## src/rtl/video_packer.sv

```systemverilog
// Packs 1-bit-per-colour pixels into bytes for three video RAM planes and
// sequences the blue/red/green byte writes through a request/ack handshake.
module video_packer #(
   parameter int ABITS = 13
) (
   input  logic             clock,
   input  logic             reset,
   input  logic             ce,
   input  logic             de,
   input  logic             sof,
   input  logic [2:0]       pixel,
   output logic             we,
   input  logic             ack,
   output logic [ABITS-1:0] a,
   output logic [1:0]       b,
   output logic [7:0]       d,
   output logic             ovf
);

   typedef enum logic [1:0] {IDLE, BLUE, RED, GREEN} state_t;

   state_t           state;
   logic [2:0]       pix_cnt;
   logic [ABITS-1:0] addr_cnt;
   logic [7:0]       sr_r, sr_g, sr_b;
   logic [7:0]       hold_r, hold_g, hold_b;
   logic [ABITS-1:0] hold_addr;
   logic             hold_vld;
   logic [7:0]       work_r, work_g;

   logic       grp;
   logic       ready;
   logic [7:0] new_r, new_g, new_b;

   // A group completes on the 8th pixel; sof restarts the count so it never completes one.
   assign grp   = ce && de && !sof && (pix_cnt == 3'd7);
   assign new_r = {sr_r[6:0], pixel[2]};
   assign new_g = {sr_g[6:0], pixel[1]};
   assign new_b = {sr_b[6:0], pixel[0]};
   assign ready = (state == IDLE) || (state == GREEN && ack);

   // Pixel shift/count path
   always_ff @(posedge clock) begin
      if (reset) begin
         pix_cnt  <= '0;
         addr_cnt <= '0;
         sr_r     <= '0;
         sr_g     <= '0;
         sr_b     <= '0;
      end else if (ce) begin
         if (sof) begin
            addr_cnt <= '0;
            pix_cnt  <= de ? 3'd1 : 3'd0;
            sr_r     <= {7'd0, de & pixel[2]};
            sr_g     <= {7'd0, de & pixel[1]};
            sr_b     <= {7'd0, de & pixel[0]};
         end else if (de) begin
            sr_r    <= new_r;
            sr_g    <= new_g;
            sr_b    <= new_b;
            pix_cnt <= pix_cnt + 3'd1;
            if (pix_cnt == 3'd7)
               addr_cnt <= addr_cnt + ABITS'(1);
         end
      end
   end

   // Holding registers and write sequencer
   always_ff @(posedge clock) begin
      if (reset) begin
         state     <= IDLE;
         we        <= 1'b0;
         a         <= '0;
         b         <= 2'd0;
         d         <= 8'd0;
         ovf       <= 1'b0;
         hold_r    <= '0;
         hold_g    <= '0;
         hold_b    <= '0;
         hold_addr <= '0;
         hold_vld  <= 1'b0;
         work_r    <= '0;
         work_g    <= '0;
      end else if (ready) begin
         if (hold_vld) begin
            state  <= BLUE;
            we     <= 1'b1;
            b      <= 2'd0;
            d      <= hold_b;
            a      <= hold_addr;
            work_r <= hold_r;
            work_g <= hold_g;
            if (grp) begin
               hold_r    <= new_r;
               hold_g    <= new_g;
               hold_b    <= new_b;
               hold_addr <= addr_cnt;
            end else begin
               hold_vld <= 1'b0;
            end
         end else if (grp) begin
            // Bypass the holding stage so an idle sequencer writes on the next cycle.
            state  <= BLUE;
            we     <= 1'b1;
            b      <= 2'd0;
            d      <= new_b;
            a      <= addr_cnt;
            work_r <= new_r;
            work_g <= new_g;
         end else begin
            state <= IDLE;
            we    <= 1'b0;
         end
      end else begin
         if (grp) begin
            if (hold_vld) begin
               ovf <= 1'b1;
            end else begin
               hold_r    <= new_r;
               hold_g    <= new_g;
               hold_b    <= new_b;
               hold_addr <= addr_cnt;
               hold_vld  <= 1'b1;
            end
         end
         case (state)
            BLUE: if (ack) begin
               state <= RED;
               b     <= 2'd1;
               d     <= work_r;
            end
            RED: if (ack) begin
               state <= GREEN;
               b     <= 2'd2;
               d     <= work_g;
            end
            default: ;
         endcase
      end
   end

endmodule
```

## config.mk

```make
export PLATFORM = sky130hd
export DESIGN_NAME = video_packer
export DESIGN_NICKNAME = d
export VERILOG_FILES = /design/src/rtl/video_packer.sv
export SDC_FILE = /design/constraint.sdc
export NUM_CORES = 1
export LEC_CHECK = 0
export CAP_MARGIN = 20
export CELL_PAD_IN_SITES_DETAIL_PLACEMENT = 0
export CELL_PAD_IN_SITES_GLOBAL_PLACEMENT = 1
export CORE_ASPECT_RATIO = 1.4
export CORE_MARGIN = 10
export CORE_UTILIZATION = 40
export CTS_BUF_LIST = sky130_fd_sc_hd__clkbuf_4 sky130_fd_sc_hd__clkbuf_8 sky130_fd_sc_hd__clkbuf_16
export DETAILED_ROUTE_END_ITERATION = 7
export PLACE_DENSITY = 0.75
export SETUP_SLACK_MARGIN = 0.02
export SYNTH_ARGS = -nofsm -noshare
export SYNTH_HDL_FRONTEND = slang
export SYNTH_SLANG_ARGS = --single-unit
export TNS_END_PERCENT = 100
```

## constraint.sdc

```tcl
create_clock -name clock -period 1.9 [get_ports clock]
set_clock_uncertainty 0.2 [all_clocks]
set_input_delay 0.285 -clock clock [delete_from_list [all_inputs] [get_ports clock]]
set_output_delay 0.285 -clock clock [all_outputs]
set_load 0.005 [all_outputs]
```

==> results.toml, run 1 <==
[run_status]
status = "complete, but fails checks"
failed_checks = "setup timing"

[yosys]
synthFlopType = "dfxtp_1"
synth.ff_latch_count = 118
synth_area_leaders = "dfxtp_1 (47%), mux2i_1 (7.4%), nand2_1 (6.6%)"
synth_top_area_share_pct = 47.13
synthDistinctLibCells = 47
synth-seq-area-share_pct = 47.13
synthesis.instances = 576
yosys_warnings = 0
synth_edf_count = 0
synth_nets = 589
synth_area_um2 = 5012
synth_largest_area_cell = "dfxtp_1"
synth_area_per_cell_um2 = 8.702
async_flop_share_pct = 0

[cells_and_area]
diodes = 0
drive_gt1_share_pct = 28.55
final_area_um2 = 7104
instances_no_fill = 812
syn2layout_area_growth_pct = 41.74
fin_nets = 662

[die]
fp-row-count = 48
dieArea_um2 = 17470
initial_core_util_pct = 40.71
io_pins = 34
core_area_um2 = 12310
die_h_um = 152.5
die_x_um = 114.6

[worst_setup_path]
worstPathArrival_ns = 2.10
endpoint_kind = "flop"
required_ns = 2.04
start_kind = "flop"
reg2regPathDepth = 6
r2r_start = "pix_cnt[1]$_SDFFE_PP0P_"
cp_max_fo = 10
ff2ff_setup_slack_ns = -0.05
crit_type = "reg -> reg"
crit_end = "d[5]$_SDFFE_PP0P_"
startpoint = "pix_cnt[1]$_SDFFE_PP0P_"
r2r-end = "d[5]$_SDFFE_PP0P_"

[pwr]
p_int_w = 0.004547
power_frac_clock_pct = 53.7
ir_drop_v = 0.0005606
p_seq_share_pct = 43.2
p_sw_w = 0.001208
p_total_w = 0.005755
combPwrFrac_pct = 3.0
netSwitchingFraction_pct = 20.99
power.density_nw_per_um2 = 810.1
p_leak_nw = 2.460

[global_route]
grtUsageMet3_pct = 4.177
grt_max_degree = 71
grt.total_usage_pct = 15.19
grt-ovfl-total = 0
grt_use_met2_pct = 27.09
grt-busiest-layer = "met2"
grt_pass1_vias = 4281
grt.met1_usage_pct = 16.38
grt_pass1_wl_um = 21560
antenna_found_initial = 0

[sta]
hold_violations = 0
relSlewSlack_pct = 72.53
worst_slew_pin_slew_ns = 0.4120
fin_tns_setup_ns = -0.5206
period_share_pct = 102.8
fmax_ghz = 0.5120
rsz0062_at_grt = "yes"
slew_violations = 0
min_period_ns = 1.953
setup_viol = 27
hold_slack_ns = 0.1404
setup_ws_ns = -0.05318

[route]
wl_um = 14280
drt_iter0_markers = 176
vias = 4521
drtPass1Iterations = 4
drtAntennaViolNets = 0
drc = 0
vias_per_cell = 5.568
avgRoutedWirePerCell_um = 17.59

[placement]
place_inst = 763
gp_congestion = 0.8206
io_buffers = 33
dp_hpwl_um = 8724
postPlaceCellArea_um2 = 5896

[cts]
numCtsBuffers = 17
clock-sinks = 118
insertion_delay_ns = 0.41
clock_path_buffers = 2
htree_levels = 4
cts-root-buf = "clkbuf_16"
cts_tree = "yes"
cts_hold_buf = 0
clk_pin_slew_ns = 0.05

[run]
maxCapViolations = 0

[worst_hold_path]
hold_class = "in -> reg"
[per-layer routing]
layer	vias up	routed length, um
li1	2191	-
met1	2220	5748
met2	79	7567
met3	31	545
met4	0	420
met5	-	0
[how the worst min path moves through the flow]
stage                                     from                    endpoint  cells after the start
global route                             reset           d[3]$_SDFFE_PP0P_                      3
global placement        hold_r[1]$_SDFFE_PP0P_      hold_r[1]$_SDFFE_PP0P_                      2
finish                                   reset           d[3]$_SDFFE_PP0P_                      3
detailed placement  hold_addr[10]$_SDFFE_PP0P_  hold_addr[10]$_SDFFE_PP0P_                      2
CTS                                      reset           d[6]$_SDFFE_PP0P_                      3
floorplan                             pixel[0]      hold_b[0]$_SDFFE_PP0P_                      2
[worst max-delay path: stages (launching register included)]
cell and delay [ns]:
dfxtp_2 0.35, ha_4 0.14, ha_4 0.16, and4b_2 0.29, o21ai_4 0.11, or4_4 0.48, o21ai_1 0.15
[logic make-up after synthesis]
group / share of synthesized area [%]
mux: 7.614
compound gates: 20.89
xor+xnor: 1.573
fa+ha+maj: 0.9985
flops: 47.13
buf+inv: 4.943
simple gates: 16.85
[synth_stat cells (2+ instances only)]
cell and count:
a21oi_1 45, nand2_1 88, a31oi_1 5, xnor2_1 7, o211ai_1 7, buf_6 2, xor2_1 2, mux2i_1 37
a41o_1 2, nand3_1 4, buf_1 5, a22oi_1 22, o21ai_0 13, nor4_1 2, buf_4 5, nor2b_1 3
nor2_1 76, a211oi_1 31, o311ai_0 7, a32oi_1 3, buf_2 15, inv_1 4, clkbuf_1 21, dfxtp_1 118
ha_1 4, o21ai_1 8, a21o_1 8, nand4_1 4, nor3_1 4, nand2b_1 4, and3_1 4
[stage by stage]
step | utilization (%) | setup WS (ns)
2_1_floorplan | - | -0.03223
4_1_cts | 52.94 | -0.05306
3_3_place_gp | 47.89 | -0.3919
5_1_grt | 57.70 | -0.1125
6_report | 57.70 | -0.05318
3_5_place_dp | 47.89 | -0.4482
[flip-flops by register name (all words and copies together) (netlist names)]
name       cells
a             13
addr_cnt      13
b              2
d              8
hold_addr     13
hold_b         8
hold_g         8
hold_r         8
hold_vld       1
ovf            1
pix_cnt        3
sr_b           7
sr_g           7
sr_r           7
state          2
we             1
work_g         8
work_r         8
[cell type report]
| cell class | count | area (um^2) |
|---|---|---|
| fillers | 1065 | 5207 |
| multi-input cells | 406 | 2796 |
| flip-flops and latches | 118 | 2367 |
| repair buffers | 102 | 1164 |
| clock buffers | 22 | 469.2 |
| well taps | 150 | 187.7 |
| clock inverters | 10 | 105.1 |
| inverters | 4 | 15.01 |
[timing repair]
action                     in CTS  in global routing
gates resized for setup         4                 91
pin swaps                       1                 37
setup endpoints to repair      57                 77
gates cloned                    1                  9
buffers inserted                1                  6
[layout by cell type, fill, tap and decap left out, types with 3 or more instances in the layout]
master | synthesis | layout
o21ai_0 | 13 | 12
buf_12 | 0 | 12
dfxtp_1 | 118 | 114
a21oi_2 | 0 | 27
clkbuf_16 | 0 | 23
buf_6 | 2 | 10
nor2_1 | 76 | 72
mux2i_1 | 37 | 37
nand3_1 | 4 | 4
nand2_1 | 88 | 78
inv_1 | 4 | 4
o21ai_1 | 8 | 9
clkdlybuf4s50_1 | 0 | 32
a21oi_1 | 45 | 18
a32oi_1 | 3 | 3
clkbuf_4 | 0 | 4
nand4_1 | 4 | 4
a211oi_2 | 0 | 27
nand2_2 | 0 | 3
nand2_4 | 0 | 7
nand2b_1 | 4 | 4
buf_4 | 5 | 39
a31oi_1 | 5 | 5
dfxtp_2 | 0 | 4
o311ai_0 | 7 | 6
clkinv_2 | 0 | 6
xnor2_1 | 7 | 7
nor2b_1 | 3 | 3
nor3_1 | 4 | 3
o211ai_1 | 7 | 7
a22oi_1 | 22 | 22
a21o_1 | 8 | 8
a211oi_1 | 31 | 4
ha_4 | 0 | 3
[power groups by stage]
stage          Clock, W  Combinational, W  Sequential (W)
5_1_grt         0.00326          0.000189         0.00249
2_1_floorplan         0         0.0000892         0.00254
4_1_cts         0.00314          0.000163         0.00249
6_report        0.00309          0.000174         0.00249
3_5_place_dp          0          0.000162         0.00254
3_3_place_gp          0          0.000161         0.00254
No activity file was read; power rests on OpenSTA's default activity.
==> inputs of run 2 (changes only) <==
--- a/config.mk
+++ b/config.mk
@@ -10,10 +10,10 @@
 export CELL_PAD_IN_SITES_GLOBAL_PLACEMENT = 1
 export CORE_ASPECT_RATIO = 1.4
 export CORE_MARGIN = 10
-export CORE_UTILIZATION = 40
+export CORE_UTILIZATION = 48
 export CTS_BUF_LIST = sky130_fd_sc_hd__clkbuf_4 sky130_fd_sc_hd__clkbuf_8 sky130_fd_sc_hd__clkbuf_16
 export DETAILED_ROUTE_END_ITERATION = 7
-export PLACE_DENSITY = 0.75
+export PLACE_DENSITY = 0.84
 export SETUP_SLACK_MARGIN = 0.02
 export SYNTH_ARGS = -nofsm -noshare
 export SYNTH_HDL_FRONTEND = slang
==> constraint.sdc (replaced) <==
create_clock -name clock -period 2.4 [get_ports clock]
set_clock_uncertainty 0.2 [all_clocks]
set_input_delay 0.36 -clock clock [delete_from_list [all_inputs] [get_ports clock]]
set_output_delay 0.36 -clock clock [all_outputs]
set_load 0.005 [all_outputs]
==> run 2 against run 1 <==
  * The flow now finishes without violations
  * Clock-buffer cell count is 3 higher
  * Core utilization is 2.0 points higher
  * Worst setup slack better by 0.26 ns
  * Sequential share of layout area is 5.1 points higher
  * Die area is 14% lower
  * Critical path type unchanged
  * First-iteration DRC count is 53% higher
==> results.toml, run 2 (same netlist as run 1, synthesis figures left out) <==
[die]
die_x_um = 106.4
core_area_um2 = 10290
initial_core_util_pct = 48.69
io_pins = 34
die_h_um = 140.9
fp-row-count = 44
dieArea_um2 = 14990

[route]
drtAntennaViolNets = 0
wl_met3_um = 535
met2WireLength_um = 6161
drtPass1Iterations = 4
vias = 4193
drc = 0
wl_um = 11950
vias_per_cell = 5.524
drt_iter0_markers = 270
wl_met1_um = 5101
top_layer_used = "met4"
avgRoutedWirePerCell_um = 15.75

[worst_setup_path]
start_kind = "flop"
r2r_start = "pix_cnt[0]$_SDFFE_PP0P_"
cp.depth = 8
worstPathArrival_ns = 2.31
required_ns = 2.52
crit_type = "reg -> reg"
slowest_delay_ns = 0.35
critPathTopFamily = "simple AND/OR/NAND/NOR gates"
reg2regPathDepth = 8
endpoint_kind = "flop"
crit_slowest_cell = "dfxtp_1"
ff2ff_setup_slack_ns = 0.21
crit_buf_inv = 2
path_cells = "ha_1 -> ha_1 -> and4b_1 -> buf_4 -> and2_1 -> buf_4 -> nand2_1 -> a21oi_1"
cp_max_fo = 11
r2r-end = "hold_addr[0]$_SDFFE_PP0P_"
crit_end = "hold_addr[0]$_SDFFE_PP0P_"
startpoint = "pix_cnt[0]$_SDFFE_PP0P_"

[sta]
rsz0062_at_grt = "no"
worst_slew_pin_slew_ns = 0.7115
min_period_ns = 2.192
hold_slack_ns = 0.03335
fin_tns_setup_ns = 0
setup_viol = 0
fmax_ghz = 0.4563
relSlewSlack_pct = 52.57
slew_violations = 0
hold_violations = 0
period_share_pct = 91.32

[cts]
htree_levels = 4
clock-sinks = 118
post_cts_buffers = 0
cts_hold_buf = 0
cts_tree = "yes"
cts-root-buf = "clkbuf_16"
numCtsBuffers = 17
insertion_delay_ns = 0.41
clk_pin_slew_ns = 0.05
cts.repair.resized = 0
clock_path_buffers = 2

[global_route]
grt_pass1_vias = 4109
grt.total_usage_pct = 16.44
grt_pass1_wl_um = 20200
grt_max_degree = 69
antenna_found_initial = 0
grt-ovfl-total = 0

[run]
maxCapViolations = 0

[pwr]
p_leak_nw = 2.033
p_sw_w = 0.0008905
combPwrFrac_pct = 2.5
power.density_nw_per_um2 = 726.2
p_seq_share_pct = 44.1
p_int_w = 0.003573
netSwitchingFraction_pct = 19.95
ir_drop_v = 0.0005111
power_frac_clock_pct = 53.3

[cells_and_area]
diodes = 0
multi_input_area_um2 = 2414
drive_gt1_share_pct = 10.95
regArea_um2 = 2364
fin_nets = 624
final_cell_mix = "dfxtp_1 (117), nand2_1 (88), nor2_1 (76), a21oi_1 (45), mux2i_1 (37)"
post-route-util_pct = 59.71
fill_cells = 921
instances_no_fill = 759
layout.cells.most_common = "dfxtp_1"
syn2layout_area_growth_pct = 22.64
largestRegisters = "a: 13 flops, addr_cnt: 13 flops, hold_addr: 13 flops"

[worst_hold_path]
hold_class = "in -> reg"

[placement]
place_inst = 730
dp_hpwl_um = 8157
io_buffers = 33
gp_congestion = 0.8100

[run_status]
status = "complete, no violations"
run 2: cell types whose count changed in the layout (fill, tap and decap cells not counted), moves of 4 or more:
cell / previous run / this run
a211oi_1: 4 / 31
a211oi_2: 27 / 0
a21oi_1: 18 / 45
a21oi_2: 27 / 0
buf_12: 12 / 5
buf_4: 39 / 26
buf_6: 10 / 0
clkbuf_16: 23 / 17
clkbuf_8: 1 / 5
nand2_1: 78 / 88
nand2_4: 7 / 0
nor2_1: 72 / 76
run 2: worst reg2reg max path, cell delays in order (launching register included):
cell	delay, ns
dfxtp_1	0.35
ha_1	0.16
ha_1	0.24
and4b_1	0.31
buf_4	0.22
and2_1	0.21
buf_4	0.21
nand2_1	0.07
a21oi_1	0.15
run 2: how the worst min path moves through the flow:
stage / start / to / slack, ns / cells past startpoint
6_report: reset / d[7]$_SDFFE_PP0P_ / 0.03 / 2
5_1_grt: reset / d[7]$_SDFFE_PP0P_ / 0.04 / 2
4_1_cts: reset / d[7]$_SDFFE_PP0P_ / 0.02 / 2
3_5_place_dp: hold_b[5]$_SDFFE_PP0P_ / hold_b[5]$_SDFFE_PP0P_ / 0.25 / 2
3_3_place_gp: hold_b[7]$_SDFFE_PP0P_ / hold_b[7]$_SDFFE_PP0P_ / 0.24 / 2
2_1_floorplan: hold_addr[0]$_SDFFE_PP0P_ / hold_addr[0]$_SDFFE_PP0P_ / 0.24 / 2
run 2: layout make-up:
class	count	area share [%]
Timing Repair Buffer	64	10.10
Sequential cell	118	38.45
Clock inverter	4	0.7327
Clock buffer	25	8.406
Inverter	4	0.2442
Tap cell	138	2.809
Multi-Input combinational cell	406	39.26
run 2: power by group through the flow:
stage               Sequential, W  Combinational [W]  Clock, W
detailed placement        0.00201           0.000112         0
finish                    0.00197           0.000112   0.00238
global route              0.00197           0.000123   0.00250
global placement          0.00201           0.000109         0
CTS                       0.00197           0.000112   0.00241
floorplan                 0.00201          0.0000691         0
run 2: layer usage:
| metal | GRT usage, % | up-vias |
|---|---|---|
| li1 | - | 2110 |
| met1 | 18.78 | 1993 |
| met2 | 28.46 | 74 |
| met3 | 4.790 | 16 |
| met4 | 5.647 | 0 |
| met5 | 0 | - |
run 2: stage by stage:
stage,total power (W),setup slack (ns),area [um^2]
detailed placement,0.002122,0.02234,5585
floorplan,0.002078,0.2817,5012
CTS,0.004493,0.2017,6147
global route,0.004587,0.03668,6147
global placement,0.002119,0.1103,5585
finish,0.004464,0.2083,6147
==> inputs of run 3 (changes only) <==
==> constraint.sdc (replaced) <==
create_clock -name clock -period 2.4 [get_ports clock]
set_clock_uncertainty 0.2 [all_clocks]
set_input_delay 0.36 -clock clock [delete_from_list [all_inputs] [get_ports clock]]
set_output_delay 0.36 -clock clock [all_outputs]
set_load 0.02 [all_outputs]
==> results of run 3 <==
No change in the layout: final DEF, timing and power equal those of run 2.
==> RTL edit 1, RTL diff (config.mk and constraints of run 3) <==
The 4 states of `state_t` get a one-hot encoding in 4 bits.
--- a/src/rtl/video_packer.sv
+++ b/src/rtl/video_packer.sv
@@ -17,7 +17,7 @@
    output logic             ovf
 );
 
-   typedef enum logic [1:0] {IDLE, BLUE, RED, GREEN} state_t;
+   typedef enum logic [3:0] {IDLE = 4'b0001, BLUE = 4'b0010, RED = 4'b0100, GREEN = 4'b1000} state_t;
 
    state_t           state;
    logic [2:0]       pix_cnt;
Formal check against the unedited RTL: same outputs for any inputs over 10 cycles, from zero or initial values and one cycle with reset high; not proved beyond that.
==> RTL edit 1 against run 3 <==
  * Routed wire length is 8.5% lower
  * Design area is 3.4% lower
  * Worst setup slack better by 0.078 ns
  * First-iteration DRC count is 10% higher
  * Worst hold slack better by 0.11 ns
  * Count of clock-buffer cells in the layout stayed put
  * Utilization is 0.29 points higher
  * Synthesized area is 3.1% lower
  * Via count is 5.6% lower
  * Sequential cell count is 2 higher
  * Cell count is 4.5% lower
  * Global-route usage is 1.2 points lower
  * Critical endpoint is now hold_g[1]
  * Largest cell class is now flip-flops and latches
Power is not compared: it rests on default switching activity, and its combinational part moved more than twofold at a synthesized area within 25%.
==> RTL edit 1: results (changes against run 3) <==
Parameter                              Value

Run status
  Status    finished clean (unchanged)

Synthesis
  Distinct cell type count of the synthesized netlist    43 (was 47)
  Net Count, Synth    558 (was 589)
  Register area share after synthesis    0.495 (was 0.471)
  Most frequent cells after synthesis    sky130_fd_sc_hd__dfxtp_1, sky130_fd_sc_hd__nand2_1, sky130_fd_sc_hd__nor2_1 (unchanged)
  Average cell area after synthesis    8.91 um^2 (was 8.70 um^2)
  Synth area leaders    sky130_fd_sc_hd__dfxtp_1, sky130_fd_sc_hd__nand2_1, sky130_fd_sc_hd__mux2i_1 (was sky130_fd_sc_hd__dfxtp_1, sky130_fd_sc_hd__mux2i_1, sky130_fd_sc_hd__nand2_1)

Place
  HPWL after DPL    7160 um (was 8160 um)
  GPL Wtd Cong    0.819 (was 0.810)
  Post-placement cell count    696 (was 730)

Route
  Detail-routed via count per cell    5.46 (was 5.52)
  Routed wire length on met3    546 um (was 535 um)
  Routed met2 length    5640 um (was 6160 um)
  Routed length on met1    4640 um (was 5100 um)
  Iteration-0 DRC count of the detailed router    297 (was 270)
  Mean routed wirelength per cell    15.1 um (was 15.7 um)

Worst setup path
  Worst path arrival time    2.24 ns (was 2.31 ns)
  Slowest stage delay, CP    0.51 ns (was 0.35 ns)
  Launch point of the critical path    state[3] (was pix_cnt[0])
  Highest fanout seen on the critical path    37 (was 11)
  Worst path top cell family by delay    flip-flops (was simple AND/OR/NAND/NOR gates)
  Worst setup slack for register-to-register paths    0.29 ns (was 0.21 ns)
  Capturing point of the worst reg2reg path    hold_g[1] (was hold_addr[0])

Global route
  Largest net degree at the start of global routing    42 (was 69)
  Number of antenna violations at the first check in global routing    0 (unchanged)
  Global-route wire length before repair    18,500 um (was 20,200 um)
  Number of global-route vias before repair    3,874 (was 4,109)
  Gr usage total    0.153 (was 0.164)

Layout
  Layout Nets    593 (was 624)
  Registers with the highest flip-flop counts    a: 13 flops, addr_cnt: 13 flops, hold_addr: 13 flops (unchanged)
  Count of placed standard cells in the final layout, fillers left out    725 (was 759)
  Proportion of layout cells with a drive suffix above 1    0.124 (was 0.110)

Clocking
  Number of setup buffers added after CTS    0 (unchanged)

Min path
  Start point of the worst hold path    reset (unchanged)
  Hold worst-path end    sr_g[6] (was d[7])

STA
  Transition time of the tightest slew-check pin    0.493 ns (was 0.711 ns)
  Worst Hold Slack    0.142 ns (was 0.0334 ns)
## RTL edit 1: changes by cell type after synthesis, sizes merged, moves of 5 or more
cell	change
o21ai	-12
a222oi	+8
buf	-8
mux2	+8
mux2i	-7
o211ai	-7
o311ai	-7
a211oi	+6
a21o	-6
a31oi	-5
## RTL edit 1: cells by family after synthesis
family / count (synthesis) / synth area share
buf+inv: 47 / 0.0433
simple gates: 191 / 0.164
mux: 39 / 0.0827
fa+ha+maj: 4 / 0.0103
xor+xnor: 8 / 0.0144
flops: 120 / 0.495
compound gates: 136 / 0.191
## RTL edit 1: routing by layer
layer | track usage | vias to the layer above
met2 | 0.268 | 81
met4 | 0.0601 | 0
met1 | 0.164 | 1872
met5 | 0 | -
li1 | - | 1994
met3 | 0.0507 | 11
## RTL edit 1: per-stage QoR
stage	worst slack, ns	power [mW]	cell area, um^2
finish	0.287	5.02	5940
global route	0.0825	5.23	5940
CTS	0.289	5.08	5940
detailed placement	-0.0247	2.82	5410
global placement	0.0292	2.81	5410
floorplan	0.354	2.57	4860
## RTL edit 1: power groups by stage
stage          combinational, mW  sequential (mW)  clock (mW)
4_1_cts                    0.686             2.10        2.30
3_5_place_dp               0.684             2.14           0
2_1_floorplan              0.405             2.16           0
5_1_grt                    0.737             2.11        2.39
6_report                   0.680             2.10        2.25
3_3_place_gp               0.674             2.14           0
## RTL edit 1: area by class of cell
class	instances	area, um^2
fillers	922	3960
flip-flops and latches	120	2400
multi-input cells	378	2250
repair buffers	58	566
clock buffers	25	510
well taps	135	169
clock inverters	4	20.0
inverters	5	18.8
## RTL edit 1: worst max path at each step
stage | endpoint | slack, ns
5_1_grt | b[0] | 0.08
4_1_cts | b[0] | 0.29
3_3_place_gp | b[1] | 0.03
6_report | hold_g[1] | 0.29
2_1_floorplan | hold_g[1] | 0.35
3_5_place_dp | b[0] | -0.02
==> RTL edit 2, RTL diff (flow settings as in run 3) <==
Made on the original files. Change the parameter `ABITS` from 13 to 11.
--- a/src/rtl/video_packer.sv
+++ b/src/rtl/video_packer.sv
@@ -1,7 +1,7 @@
 // Packs 1-bit-per-colour pixels into bytes for three video RAM planes and
 // sequences the blue/red/green byte writes through a request/ack handshake.
 module video_packer #(
-   parameter int ABITS = 13
+   parameter int ABITS = 11
 ) (
    input  logic             clock,
    input  logic             reset,
Interface: changed (resized a); port bits go from 34 to 32. No check against the original RTL was run, so the function may have changed too.
==> RTL edit 2 against run 3 <==
  * Worst setup slack lost 0.023 ns
  * Die area shrank 4.4%
  * Routed wire length fell by 6.7%
  * First-iteration DRC count fell by 39%
  * Design area is 8.8% lower
  * Sequential cell count shrank 6
  * Power shrank 19%
  * Synthesized area fell by 5.3%
  * Critical endpoint is now d[5]
  * Largest power group is now registers
==> RTL edit 2: results (changes against run 3) <==
Parameter                              Value

Run status
  Status    finished clean (unchanged)

Pwr
  Clock group power    1.63 mW (was 2.38 mW)
  Leakage power total    1.83 nW (was 2.03 nW)
  Logic power comb    0.105 mW (was 0.112 mW)
  Combinational group share of total power    0.029 (was 0.025)
  Switching power total    0.738 mW (was 0.890 mW)
  Maximum resistive drop on vdd    0.359 mV (was 0.511 mV)

Synthesis
  Register area share after synthesis    0.472 (was 0.471)
  Most frequent cells after synthesis    sky130_fd_sc_hd__dfxtp_1, sky130_fd_sc_hd__nand2_1, sky130_fd_sc_hd__nor2_1 (unchanged)
  Net Count, Synth    558 (was 589)
  Synth area leaders    sky130_fd_sc_hd__dfxtp_1, sky130_fd_sc_hd__mux2i_1, sky130_fd_sc_hd__nand2_1 (unchanged)

Place
  Post-Place Worst Slack    -0.0218 ns (was 0.0223 ns)
  GPL Wtd Cong    0.827 (was 0.810)
  Post-placement cell count    691 (was 730)
  Count of input and output buffers    31 (was 33)
  HPWL after DPL    7610 um (was 8160 um)

Global route
  Gr usage total    0.159 (was 0.164)
  Global-route wire length before repair    18,700 um (was 20,200 um)
  Number of global-route vias before repair    3,713 (was 4,109)

Layout
  Layout Nets    583 (was 624)
  Post-Layout Inst Area    0.00561 mm^2 (was 0.00615 mm^2)
  Filler cell count    891 (was 921)
  Count of placed standard cells in the final layout, fillers left out    707 (was 759)
  Proportion of layout cells with a drive suffix above 1    0.101 (was 0.110)
  Registers with the highest flip-flop counts    a: 11 flops, addr_cnt: 11 flops, hold_addr: 11 flops (was a: 13 flops, addr_cnt: 13 flops, hold_addr: 13 flops)

Worst setup path
  Slowest stage cell, crit path    sky130_fd_sc_hd__or4_4 (was sky130_fd_sc_hd__dfxtp_1)
  Highest fanout seen on the critical path    7 (was 11)
  Slowest stage delay, CP    0.60 ns (was 0.35 ns)
  Reg2Reg Depth    6 (was 8)

Clocking
  Number of levels the H-tree was split into    3 (was 4)
  Worst skew pair latency    0.34 ns (was 0.41 ns)
  Total clock buffers created by CTS    9 (was 17)

STA
  Relative slew slack    0.526 (about the same)
  Min setup slack post-route    0.185 ns (was 0.208 ns)

Route
  Iteration-0 DRC count of the detailed router    165 (was 270)
  Detail-routed via count per cell    5.55 (was 5.52)
-- RTL edit 2: cell types whose count changed after synthesis, sizes merged, moves of 5 or more --
cell,change
buf,-6
xnor2,-6
dfxtp,-6
nor2,-7
o21ai,+5
-- RTL edit 2: cell families after synthesis --
logic type | after synthesis | synth area share
compound gates | 158 | 0.223
flops | 112 | 0.472
fa+ha+maj | 4 | 0.0105
xor+xnor | 3 | 0.00553
buf+inv | 46 | 0.0453
simple gates | 184 | 0.163
mux | 38 | 0.0806
-- RTL edit 2: cell type report --
class / instances / share of cell area
Inverter: 3 / 0.00201
Timing Repair Buffer: 57 / 0.100
Clock buffer: 11 / 0.0451
Sequential cell: 112 / 0.400
Clock inverter: 5 / 0.0141
Multi-Input combinational cell: 387 / 0.409
Tap cell: 132 / 0.0295
-- RTL edit 2: routing by layer --
layer	track usage	vias up	wire (um)
met5	0	-	0
met4	0.0651	0	204
met3	0.0309	16	317
met2	0.282	47	5630
met1	0.183	1877	5000
li1	-	1984	-
